--- config.mk ---
export PLATFORM = sky130hd
export DESIGN_NAME = split_serial_flat
export DESIGN_NICKNAME = d
export VERILOG_FILES = /design/src/rtl/split_serial_if.sv /design/src/rtl/split_serial.sv /design/src/flat_wrapper.sv
export SDC_FILE = /design/constraint.sdc
export NUM_CORES = 1
export LEC_CHECK = 0
export CELL_PAD_IN_SITES_DETAIL_PLACEMENT = 0
export CELL_PAD_IN_SITES_GLOBAL_PLACEMENT = 1
export CORE_AREA = 2 2 53 55
export CTS_CLUSTER_SIZE = 10
export DETAILED_ROUTE_END_ITERATION = 10
export DIE_AREA = 0 0 55 57
export PLACE_DENSITY = 0.8
export SYNTH_ARGS = -nofsm -noshare
export SYNTH_HDL_FRONTEND = slang
export SYNTH_SLANG_ARGS = --single-unit
--- constraint.sdc ---
create_clock -name clk -period 4.59 [get_ports clk]
set_input_delay 0.918 -clock clk [delete_from_list [all_inputs] [get_ports clk]]
set_output_delay 0.918 -clock clk [all_outputs]
set_load 0.005 [all_outputs]
--- src/rtl/split_serial_if.sv ---
// Handshake bundle for split_serial: word input, parallel copy, and the serial stream.
interface split_serial_if #(
  parameter int unsigned WIDTH = 7
);
  logic [WIDTH-1:0] in_word;
  logic             in_valid;
  logic             in_ready;
  logic [WIDTH-1:0] split;
  logic             ser_bit;
  logic             ser_valid;
  logic             ser_ready;
  logic             ser_last;
  logic             busy;

  modport master (
    output in_word, in_valid, ser_ready,
    input  in_ready, split, ser_bit, ser_valid, ser_last, busy
  );

  modport slave (
    input  in_word, in_valid, ser_ready,
    output in_ready, split, ser_bit, ser_valid, ser_last, busy
  );
endinterface

--- src/rtl/split_serial.sv ---
// Word splitter: registered parallel copy plus a valid/ready serial stream of the same word.
// Optional even-parity trailer bit enabled by defining SPLIT_SERIAL_PARITY_EN.
module split_serial #(
  parameter int unsigned WIDTH     = 7,
  parameter int unsigned MSB_FIRST = 0
) (
  input logic          clk,
  input logic          rst,
  split_serial_if.slave bus
);

`ifdef SPLIT_SERIAL_PARITY_EN
  localparam int unsigned NBits = WIDTH + 1;
`else
  localparam int unsigned NBits = WIDTH;
`endif
  localparam int unsigned     IdxW    = $clog2(WIDTH + 1);
  localparam logic [IdxW-1:0] LastIdx = IdxW'(NBits - 1);

  typedef enum logic {StIdle, StShift} state_e;

  state_e           state_q;
  logic [WIDTH-1:0] sreg_q;
  logic [WIDTH-1:0] split_q;
  logic [IdxW-1:0]  idx_q;
  logic             ser_bit_q;
  logic             ser_valid_q;
  logic             ser_last_q;
`ifdef SPLIT_SERIAL_PARITY_EN
  logic             par_q;
`endif

  logic [WIDTH-1:0] sreg_nxt;
  logic [IdxW-1:0]  idx_nxt;
  logic             nxt_bit;

  // The outgoing bit always sits at the shift-out end of sreg_q.
  always_comb begin
    sreg_nxt = (MSB_FIRST != 0) ? (sreg_q << 1) : (sreg_q >> 1);
    idx_nxt  = idx_q + 1'b1;
    nxt_bit  = (MSB_FIRST != 0) ? sreg_nxt[WIDTH-1] : sreg_nxt[0];
`ifdef SPLIT_SERIAL_PARITY_EN
    if (idx_q == IdxW'(WIDTH - 1)) begin
      nxt_bit = par_q;
    end
`endif
  end

  always_ff @(posedge clk or posedge rst) begin
    if (rst) begin
      state_q     <= StIdle;
      sreg_q      <= '0;
      split_q     <= '0;
      idx_q       <= '0;
      ser_bit_q   <= 1'b0;
      ser_valid_q <= 1'b0;
      ser_last_q  <= 1'b0;
`ifdef SPLIT_SERIAL_PARITY_EN
      par_q       <= 1'b0;
`endif
    end else begin
      case (state_q)
        StIdle: begin
          if (bus.in_valid) begin
            split_q     <= bus.in_word;
            sreg_q      <= bus.in_word;
            idx_q       <= '0;
            ser_valid_q <= 1'b1;
            ser_bit_q   <= (MSB_FIRST != 0) ? bus.in_word[WIDTH-1] : bus.in_word[0];
            ser_last_q  <= 1'b0;
`ifdef SPLIT_SERIAL_PARITY_EN
            par_q       <= ^bus.in_word;
`endif
            state_q     <= StShift;
          end
        end
        StShift: begin
          if (bus.ser_ready) begin
            if (idx_q == LastIdx) begin
              state_q     <= StIdle;
              ser_valid_q <= 1'b0;
              ser_last_q  <= 1'b0;
              ser_bit_q   <= 1'b0;
            end else begin
              idx_q      <= idx_nxt;
              sreg_q     <= sreg_nxt;
              ser_bit_q  <= nxt_bit;
              ser_last_q <= (idx_nxt == LastIdx);
            end
          end
        end
        default: state_q <= StIdle;
      endcase
    end
  end

  assign bus.in_ready  = (state_q == StIdle);
  assign bus.split     = split_q;
  assign bus.ser_bit   = ser_bit_q;
  assign bus.ser_valid = ser_valid_q;
  assign bus.ser_last  = ser_last_q;
  assign bus.busy      = ser_valid_q;

endmodule

--- src/flat_wrapper.sv ---
// flat-port wrapper written by rule: the top's interface ports become plain ports
module split_serial_flat 
#(
  parameter int unsigned WIDTH     = 7,
  parameter int unsigned MSB_FIRST = 0
)
  (clk, rst, bus_in_word, bus_in_valid, bus_ser_ready, bus_in_ready, bus_split, bus_ser_bit, bus_ser_valid, bus_ser_last, bus_busy);
  split_serial_if #(.WIDTH(WIDTH)) bus_i ();
  input logic clk;
  input logic rst;
  input wire logic [$bits(bus_i.in_word)-1:0] bus_in_word;
  input wire logic [$bits(bus_i.in_valid)-1:0] bus_in_valid;
  input wire logic [$bits(bus_i.ser_ready)-1:0] bus_ser_ready;
  output wire logic [$bits(bus_i.in_ready)-1:0] bus_in_ready;
  output wire logic [$bits(bus_i.split)-1:0] bus_split;
  output wire logic [$bits(bus_i.ser_bit)-1:0] bus_ser_bit;
  output wire logic [$bits(bus_i.ser_valid)-1:0] bus_ser_valid;
  output wire logic [$bits(bus_i.ser_last)-1:0] bus_ser_last;
  output wire logic [$bits(bus_i.busy)-1:0] bus_busy;
  assign bus_i.in_word = bus_in_word;
  assign bus_i.in_valid = bus_in_valid;
  assign bus_i.ser_ready = bus_ser_ready;
  assign bus_in_ready = bus_i.in_ready;
  assign bus_split = bus_i.split;
  assign bus_ser_bit = bus_i.ser_bit;
  assign bus_ser_valid = bus_i.ser_valid;
  assign bus_ser_last = bus_i.ser_last;
  assign bus_busy = bus_i.busy;
  split_serial #(.WIDTH(WIDTH), .MSB_FIRST(MSB_FIRST)) u_core (.clk(clk), .rst(rst), .bus(bus_i));
endmodule
==> flow_results.xml, run 1 <==
<?xml version="1.0" encoding="UTF-8"?>
<metrics>
  <group name="sta">
    <metric name="hold_violations" unit="">0</metric>
    <metric name="final_min_period_over_clock_period" unit="">0.562</metric>
    <metric name="timing_max_transition_violations_final" unit="">0</metric>
    <metric name="setup_viol" unit="">0</metric>
    <metric name="finalSetupTns" unit="ns">0</metric>
    <metric name="worst_hold_slack" unit="ns">0.503</metric>
    <metric name="tightestPinTransition" unit="ns">0.739</metric>
    <metric name="timing.slew.headroom" unit="">0.507</metric>
    <metric name="min_period" unit="ns">2.58</metric>
    <metric name="fmaxAchievable" unit="MHz">388</metric>
    <metric name="final.setup_skew" unit="ns">0.00391</metric>
    <metric name="unrepaired_setup_endpoints_after_global_routing" unit="">no</metric>
  </group>
  <group name="global_routing">
    <metric name="maximum_number_of_pins_on_one_net_before_global_route_repair" unit="">21</metric>
    <metric name="grt_antenna_before_repair" unit="">0</metric>
    <metric name="grt_use_total" unit="">0.129</metric>
    <metric name="grt_pass1_vias" unit="">634</metric>
    <metric name="overflow" unit="">0</metric>
    <metric name="grt_pass1_wl" unit="um">2880</metric>
  </group>
  <group name="floorplanning">
    <metric name="die_width" unit="um">55</metric>
    <metric name="design.core.area" unit="um^2">2620</metric>
    <metric name="dieArea" unit="um^2">3140</metric>
    <metric name="num_rows" unit="">19</metric>
    <metric name="ios" unit="">23</metric>
    <metric name="die-height" unit="um">57</metric>
    <metric name="floorplan.initialDensity" unit="">0.377</metric>
  </group>
  <group name="clock_tree">
    <metric name="clock_tree.htree_level_count" unit="">1</metric>
    <metric name="cts.repair_timing.setup_buffer_count" unit="">0</metric>
    <metric name="cts-resized-gates" unit="">0</metric>
    <metric name="postCtsHoldBufs" unit="">0</metric>
    <metric name="clock_sink_count" unit="">20</metric>
    <metric name="worstSkewPairLatency" unit="ns">0.29</metric>
    <metric name="numCtsBuffers" unit="">3</metric>
    <metric name="clk_root_buf" unit="">clkbuf_4</metric>
    <metric name="worst_setup_hold_path_clk_slew" unit="ns">0.11</metric>
    <metric name="tritoncts" unit="">done</metric>
    <metric name="cts_max_path_buffers" unit="">2</metric>
  </group>
  <group name="synth">
    <metric name="synthArstFlopShare" unit="">1.00</metric>
    <metric name="synth.net_count" unit="">93</metric>
    <metric name="synth_enable_flop_cells" unit="">0</metric>
    <metric name="synth_area_leaders" unit="">dfrtp_1 51%, mux2_2 14%, mux2_4 7.6%</metric>
    <metric name="ys_ff_latch" unit="">20</metric>
    <metric name="synth.distinct_cells" unit="">26</metric>
    <metric name="synthesized_instance_count" unit="">79</metric>
    <metric name="synth_ff_type" unit="">dfrtp_1</metric>
    <metric name="warnings_from_yosys" unit="">0</metric>
    <metric name="largest_area_contributor_in_the_synthesized_netlist" unit="">dfrtp_1</metric>
    <metric name="synth.avg_cell_area" unit="um^2">12.5</metric>
    <metric name="sequential_fraction_of_the_synthesis_area" unit="">0.508</metric>
    <metric name="area_share_of_the_largest_cell_type_after_synthesis" unit="">0.508</metric>
    <metric name="post_synth_instance_area" unit="um^2">986</metric>
  </group>
  <group name="pwr">
    <metric name="switching_share" unit="">0.307</metric>
    <metric name="max_vdd_drop" unit="mV">0.335</metric>
    <metric name="p_seq_frac" unit="">0.428</metric>
    <metric name="internal_power" unit="uW">531</metric>
    <metric name="switching_power" unit="uW">236</metric>
    <metric name="power_per_cell_area" unit="nW/um^2">620</metric>
    <metric name="leakagePower" unit="nW">0.550</metric>
    <metric name="fraction_of_power_consumed_by_combinational_cells" unit="">0.464</metric>
    <metric name="power.clock.fraction" unit="">0.108</metric>
  </group>
  <group name="drt">
    <metric name="wl_met2" unit="um">731</metric>
    <metric name="drc" unit="">0</metric>
    <metric name="viasPerCell" unit="">5.08</metric>
    <metric name="dr_total_vias" unit="">661</metric>
    <metric name="antenna_violating_nets_remaining" unit="">0</metric>
    <metric name="drt_first_pass_iters" unit="">3</metric>
    <metric name="met1Wirelength" unit="um">898</metric>
    <metric name="post_drt_wl_per_cell" unit="um">13.4</metric>
    <metric name="routed_wl_met3" unit="um">83</metric>
    <metric name="postRouteWirelength" unit="um">1750</metric>
    <metric name="route.top_layer_used" unit="">met4</metric>
    <metric name="initialDrtViolationCount" unit="">1</metric>
  </group>
  <group name="worst_setup_path">
    <metric name="cp_max_fo" unit="">17</metric>
    <metric name="reg2reg_from" unit="">u_core.state_q</metric>
    <metric name="critPathLaunch" unit="">u_core.state_q</metric>
    <metric name="setup.worst_path.class" unit="">reg -&gt; out</metric>
    <metric name="setup.worst_path.start_class" unit="">flop</metric>
    <metric name="cp.arrival" unit="ns">1.66</metric>
    <metric name="worst-endpoint-required" unit="ns">3.67</metric>
    <metric name="endpoint_kind" unit="">output pin</metric>
  </group>
  <group name="final_layout">
    <metric name="final_net_count" unit="">115</metric>
    <metric name="layout_common_cells" unit="">22 x clkdlybuf4s50_1, 20 x dfrtp_1, 12 x mux2_2, 5 x nor2b_1, 5 x mux2_4</metric>
    <metric name="layout-drive-gt1-share" unit="">0.222</metric>
    <metric name="layout.cells.most_common" unit="">clkdlybuf4s50_1</metric>
    <metric name="antennaDiodeCount" unit="">0</metric>
    <metric name="flow.area_growth_from_synthesis" unit="%">25.4</metric>
  </group>
  <group name="flow_run">
    <metric name="timing.max_cap.violations" unit="">0</metric>
  </group>
  <group name="hold_path">
    <metric name="worst_hold_startpoint" unit="">u_core.bus.ser_last</metric>
    <metric name="min_path_type" unit="">reg -&gt; reg</metric>
  </group>
  <group name="placement">
    <metric name="gp_routability_congestion" unit="">0.654</metric>
    <metric name="port-buffer-count" unit="">22</metric>
    <metric name="place.detailed.hpwl" unit="um">1240</metric>
  </group>
  <group name="outcome">
    <metric name="run_status" unit="">finished clean</metric>
  </group>
</metrics>
## cell type report
type / instances / area [um^2]
clock buffer: 3 / 22.5
timing repair buffer: 23 / 228
sequential: 20 / 500
fill: 243 / 1380
multi-input combinational: 49 / 432
tap: 31 / 38.8
inverter: 4 / 15.0
## power groups by stage
stage | clock network, mW | logic, mW | registers (mW)
after detailed placement | 0 | 0.360 | 0.333
after floorplan | 0 | 0.246 | 0.311
after global placement | 0 | 0.354 | 0.330
after CTS | 0.0852 | 0.362 | 0.330
final | 0.0826 | 0.356 | 0.328
after global routing | 0.0949 | 0.396 | 0.342
## path summary, 6_finish.rpt
kind	endpoint	slack, ns	cells past startpoint
max in group asynchronous	u_core.bus.ser_last	3.09	2
worst max register to register	u_core.sreg_q[2]	2.79	4
worst min-delay path	u_core.bus.ser_last	0.50	2
worst min register to register	u_core.bus.ser_last	0.50	2
worst max-delay path	bus_in_ready	2.01	2
min in group asynchronous	u_core.bus.split[5]	1.03	2
## through the flow
stage / total power, mW / area, um^2 / std cells / utilization / worst slack (ns)
detailed placement: 0.693 / 1210 / 127 / 0.464 / 1.97
CTS: 0.777 / 1240 / 130 / 0.473 / 1.98
global route: 0.833 / 1240 / 130 / 0.473 / 1.88
finish: 0.767 / 1240 / 130 / 0.473 / 2.01
global placement: 0.684 / 1210 / 127 / 0.464 / 1.98
floorplan: 0.557 / 986 / 79 / - / 2.77
## routing by layer
layer | vias up | global-route usage
li1 | 316 | -
met3 | 4 | 0.0314
met5 | - | 0
met4 | 0 | 0.0627
met2 | 20 | 0.168
met1 | 321 | 0.197
## cell families after synthesis
logic type               Yosys count  synth area share
AO/OA/AOI/OAI                     13            0.0888
flip-flops                        20             0.508
multiplexers                      18             0.223
buffers and inverters             10            0.0546
AND/OR/NAND/NOR                   15            0.0876
adder cells (fa/ha/maj)            3            0.0381
## sequential cells by signal, summed over array words and instances, names as in the netlist
| name | count |
|---|---|
| u_core.state_q | 1 |
| u_core.bus.ser_bit | 1 |
| u_core.sreg_q | 6 |
| u_core.idx_q | 3 |
| u_core.bus.busy | 1 |
| u_core.bus.ser_last | 1 |
| u_core.bus.split | 7 |
## Yosys cell counts (2+ instances only)
cell     number
dfrtp_1      20
mux2_2       12
mux2_4        5
nor2b_1       5
buf_2         4
inv_1         4
a21oi_1       3
ha_1          3
nor2_1        3
a31oi_1       2
nand3_1       2
o21ai_0       2
## worst max-delay path: stages (launching register included)
cell             delay, ns
dfrtp_1               0.72
inv_1                 0.16
clkdlybuf4s50_1       0.48
No activity file was read; power rests on OpenSTA's default activity.
==> run 2, diff against run 1 <==
--- a/config.mk
+++ b/config.mk
@@ -7,11 +7,11 @@
 export LEC_CHECK = 0
 export CELL_PAD_IN_SITES_DETAIL_PLACEMENT = 0
 export CELL_PAD_IN_SITES_GLOBAL_PLACEMENT = 1
-export CORE_AREA = 2 2 53 55
+export CORE_AREA = 2 2 57 59
 export CTS_CLUSTER_SIZE = 10
 export DETAILED_ROUTE_END_ITERATION = 10
-export DIE_AREA = 0 0 55 57
-export PLACE_DENSITY = 0.8
+export DIE_AREA = 0 0 59 61
+export PLACE_DENSITY = 0.73
 export SYNTH_ARGS = -nofsm -noshare
 export SYNTH_HDL_FRONTEND = slang
 export SYNTH_SLANG_ARGS = --single-unit
==> constraint.sdc (replaced) <==
create_clock -name clk -period 2.3 [get_ports clk]
set_input_delay 0.46 -clock clk [delete_from_list [all_inputs] [get_ports clk]]
set_output_delay 0.46 -clock clk [all_outputs]
set_load 0.005 [all_outputs]
==> run 2 against run 1 <==
  * Sequential share of layout area decreased by 0.80 points
  * Design area increased by 2.0%
  * Sequential power increased by 95%
  * Via count decreased by 1.7%
  * Total power increased by 100%
  * Global-route usage decreased by 1.7 points
  * Final cell count increased by 3.8%
  * Largest cell class unchanged
  * Critical path type unchanged
  * Utilization decreased by 4.6 points
  * Worst setup slack got worse by 1.6 ns
  * Clock power increased by 94%
==> flow_results.xml, run 2 (synthesis results as in run 1) <==
<?xml version="1.0" encoding="UTF-8"?>
<metrics>
  <group name="global_routing">
    <metric name="overflow" unit="">0</metric>
    <metric name="grt_use_total" unit="">0.112</metric>
    <metric name="grt_pass1_vias" unit="">699</metric>
    <metric name="grt_pass1_wl" unit="um">3060</metric>
    <metric name="maximum_number_of_pins_on_one_net_before_global_route_repair" unit="">17</metric>
    <metric name="grt_antenna_before_repair" unit="">0</metric>
  </group>
  <group name="drt">
    <metric name="post_drt_wl_per_cell" unit="um">13.7</metric>
    <metric name="wl_met2" unit="um">859</metric>
    <metric name="antenna_violating_nets_remaining" unit="">0</metric>
    <metric name="routed_wl_met3" unit="um">101</metric>
    <metric name="drc" unit="">0</metric>
    <metric name="viasPerCell" unit="">4.81</metric>
    <metric name="drt_first_pass_iters" unit="">2</metric>
    <metric name="postRouteWirelength" unit="um">1850</metric>
    <metric name="route.top_layer_used" unit="">met3</metric>
    <metric name="dr_total_vias" unit="">650</metric>
    <metric name="met1Wirelength" unit="um">886</metric>
    <metric name="initialDrtViolationCount" unit="">7</metric>
  </group>
  <group name="final_layout">
    <metric name="layout.cells.most_common" unit="">clkdlybuf4s50_1</metric>
    <metric name="flow.area_growth_from_synthesis" unit="%">27.9</metric>
    <metric name="postLayoutCoreUtil" unit="">0.427</metric>
    <metric name="final_net_count" unit="">118</metric>
    <metric name="largest_register_ff_count" unit="">7</metric>
    <metric name="antennaDiodeCount" unit="">0</metric>
    <metric name="layout_common_cells" unit="">22 x clkdlybuf4s50_1, 20 x dfrtp_1, 12 x mux2_2, 5 x nor2b_1, 5 x mux2_4</metric>
    <metric name="layout-drive-gt1-share" unit="">0.245</metric>
  </group>
  <group name="clock_tree">
    <metric name="worst_setup_hold_path_clk_slew" unit="ns">0.11</metric>
    <metric name="postCtsHoldBufs" unit="">0</metric>
    <metric name="tritoncts" unit="">done</metric>
    <metric name="numCtsBuffers" unit="">3</metric>
    <metric name="cts-resized-gates" unit="">0</metric>
    <metric name="cts.repair_timing.setup_buffer_count" unit="">0</metric>
    <metric name="worstSkewPairLatency" unit="ns">0.29</metric>
    <metric name="cts_max_path_buffers" unit="">2</metric>
    <metric name="clock_sink_count" unit="">20</metric>
    <metric name="clock_tree.htree_level_count" unit="">1</metric>
    <metric name="clk_root_buf" unit="">clkbuf_4</metric>
  </group>
  <group name="worst_setup_path">
    <metric name="setup.worst_path.class" unit="">reg -&gt; out</metric>
    <metric name="r2r.worst_path.cells" unit="">5</metric>
    <metric name="reg2reg_from" unit="">u_core.idx_q[0]</metric>
    <metric name="cp.arrival" unit="ns">1.42</metric>
    <metric name="setup.worst_path.start_class" unit="">flop</metric>
    <metric name="ff_to_ff_end" unit="">u_core.sreg_q[2]</metric>
    <metric name="r2r_slack" unit="ns">0.62</metric>
    <metric name="critPathCapture" unit="">bus_in_ready</metric>
    <metric name="critPathLaunch" unit="">u_core.state_q</metric>
    <metric name="cp_max_fo" unit="">9</metric>
    <metric name="worst-endpoint-required" unit="ns">1.84</metric>
    <metric name="endpoint_kind" unit="">output pin</metric>
  </group>
  <group name="sta">
    <metric name="final.setup_skew" unit="ns">0.00288</metric>
    <metric name="timing_max_transition_violations_final" unit="">0</metric>
    <metric name="unrepaired_setup_endpoints_after_global_routing" unit="">no</metric>
    <metric name="hold_violations" unit="">0</metric>
    <metric name="setup_viol" unit="">0</metric>
    <metric name="timing.slew.headroom" unit="">0.747</metric>
    <metric name="final_min_period_over_clock_period" unit="">0.816</metric>
    <metric name="fmaxAchievable" unit="MHz">533</metric>
    <metric name="tightestPinTransition" unit="ns">0.379</metric>
    <metric name="finalSetupTns" unit="ns">0</metric>
    <metric name="min_period" unit="ns">1.88</metric>
  </group>
  <group name="placement">
    <metric name="place.detailed.hpwl" unit="um">1430</metric>
    <metric name="gp_routability_congestion" unit="">0.763</metric>
    <metric name="port-buffer-count" unit="">22</metric>
  </group>
  <group name="floorplanning">
    <metric name="ios" unit="">23</metric>
    <metric name="num_rows" unit="">20</metric>
    <metric name="die-height" unit="um">61</metric>
    <metric name="dieArea" unit="um^2">3600</metric>
    <metric name="floorplan.initialDensity" unit="">0.334</metric>
    <metric name="die_width" unit="um">59</metric>
    <metric name="design.core.area" unit="um^2">2950</metric>
  </group>
  <group name="flow_run">
    <metric name="timing.max_cap.violations" unit="">0</metric>
  </group>
  <group name="pwr">
    <metric name="leakagePower" unit="nW">0.564</metric>
    <metric name="p_total" unit="mW">1.55</metric>
    <metric name="power_per_cell_area" unit="nW/um^2">1230</metric>
    <metric name="max_vdd_drop" unit="mV">0.478</metric>
  </group>
  <group name="hold_path">
    <metric name="min_path_type" unit="">in -&gt; async</metric>
  </group>
  <group name="outcome">
    <metric name="run_status" unit="">finished clean</metric>
  </group>
</metrics>
## run 2: changes by cell type in the layout (fill, tap and decap cells not counted)
cell   previous run  this run
buf_4             1         4
## run 2: layout make-up
type	count	area, um^2
Fill cell	298	1690
Sequential cell	20	500
Multi-Input combinational cell	49	432
Timing Repair Buffer	26	250
Tap cell	33	41.3
Clock buffer	3	22.5
Inverter	4	15.0
## run 2: worst max-delay path, cell delays in order (launching register included)
cell and delay (ns):
dfrtp_1 0.49, inv_1 0.14, clkdlybuf4s50_1 0.51
## run 2: stage by stage
step	setup slack, ns	instance area, um^2	cells	hold slack (ns)
after global placement	0.305	1240	132	0.482
after global routing	0.357	1260	135	0.361
after floorplan	0.820	986	79	0.424
after CTS	0.399	1260	135	0.360
final	0.423	1260	135	0.362
after detailed placement	0.258	1240	132	0.493
## run 2: worst min-delay path by stage
stage	startpoint	endpoint	slack (ns)	depth (start not counted)
floorplan	rst	u_core.bus.busy	0.42	1
global placement	u_core.bus.ser_last	u_core.bus.ser_last	0.48	2
detailed placement	u_core.sreg_q[6]	u_core.sreg_q[6]	0.49	1
CTS	rst	u_core.bus.split[4]	0.36	2
global route	rst	u_core.bus.split[4]	0.36	2
finish	rst	u_core.bus.split[4]	0.36	2
## run 2: power by group
part | internal [mW] | leakage (nW) | switching (mW)
Clock | 0.0609 | 0.0138 | 0.0992
Combinational | 0.492 | 0.307 | 0.258
Sequential | 0.520 | 0.243 | 0.120
## run 2: per-layer routing
metal | up-vias | track usage
met3 | 0 | 0.0256
met2 | 18 | 0.181
met1 | 309 | 0.148
li1 | 323 | -
met5 | - | 0
met4 | 0 | 0.0390
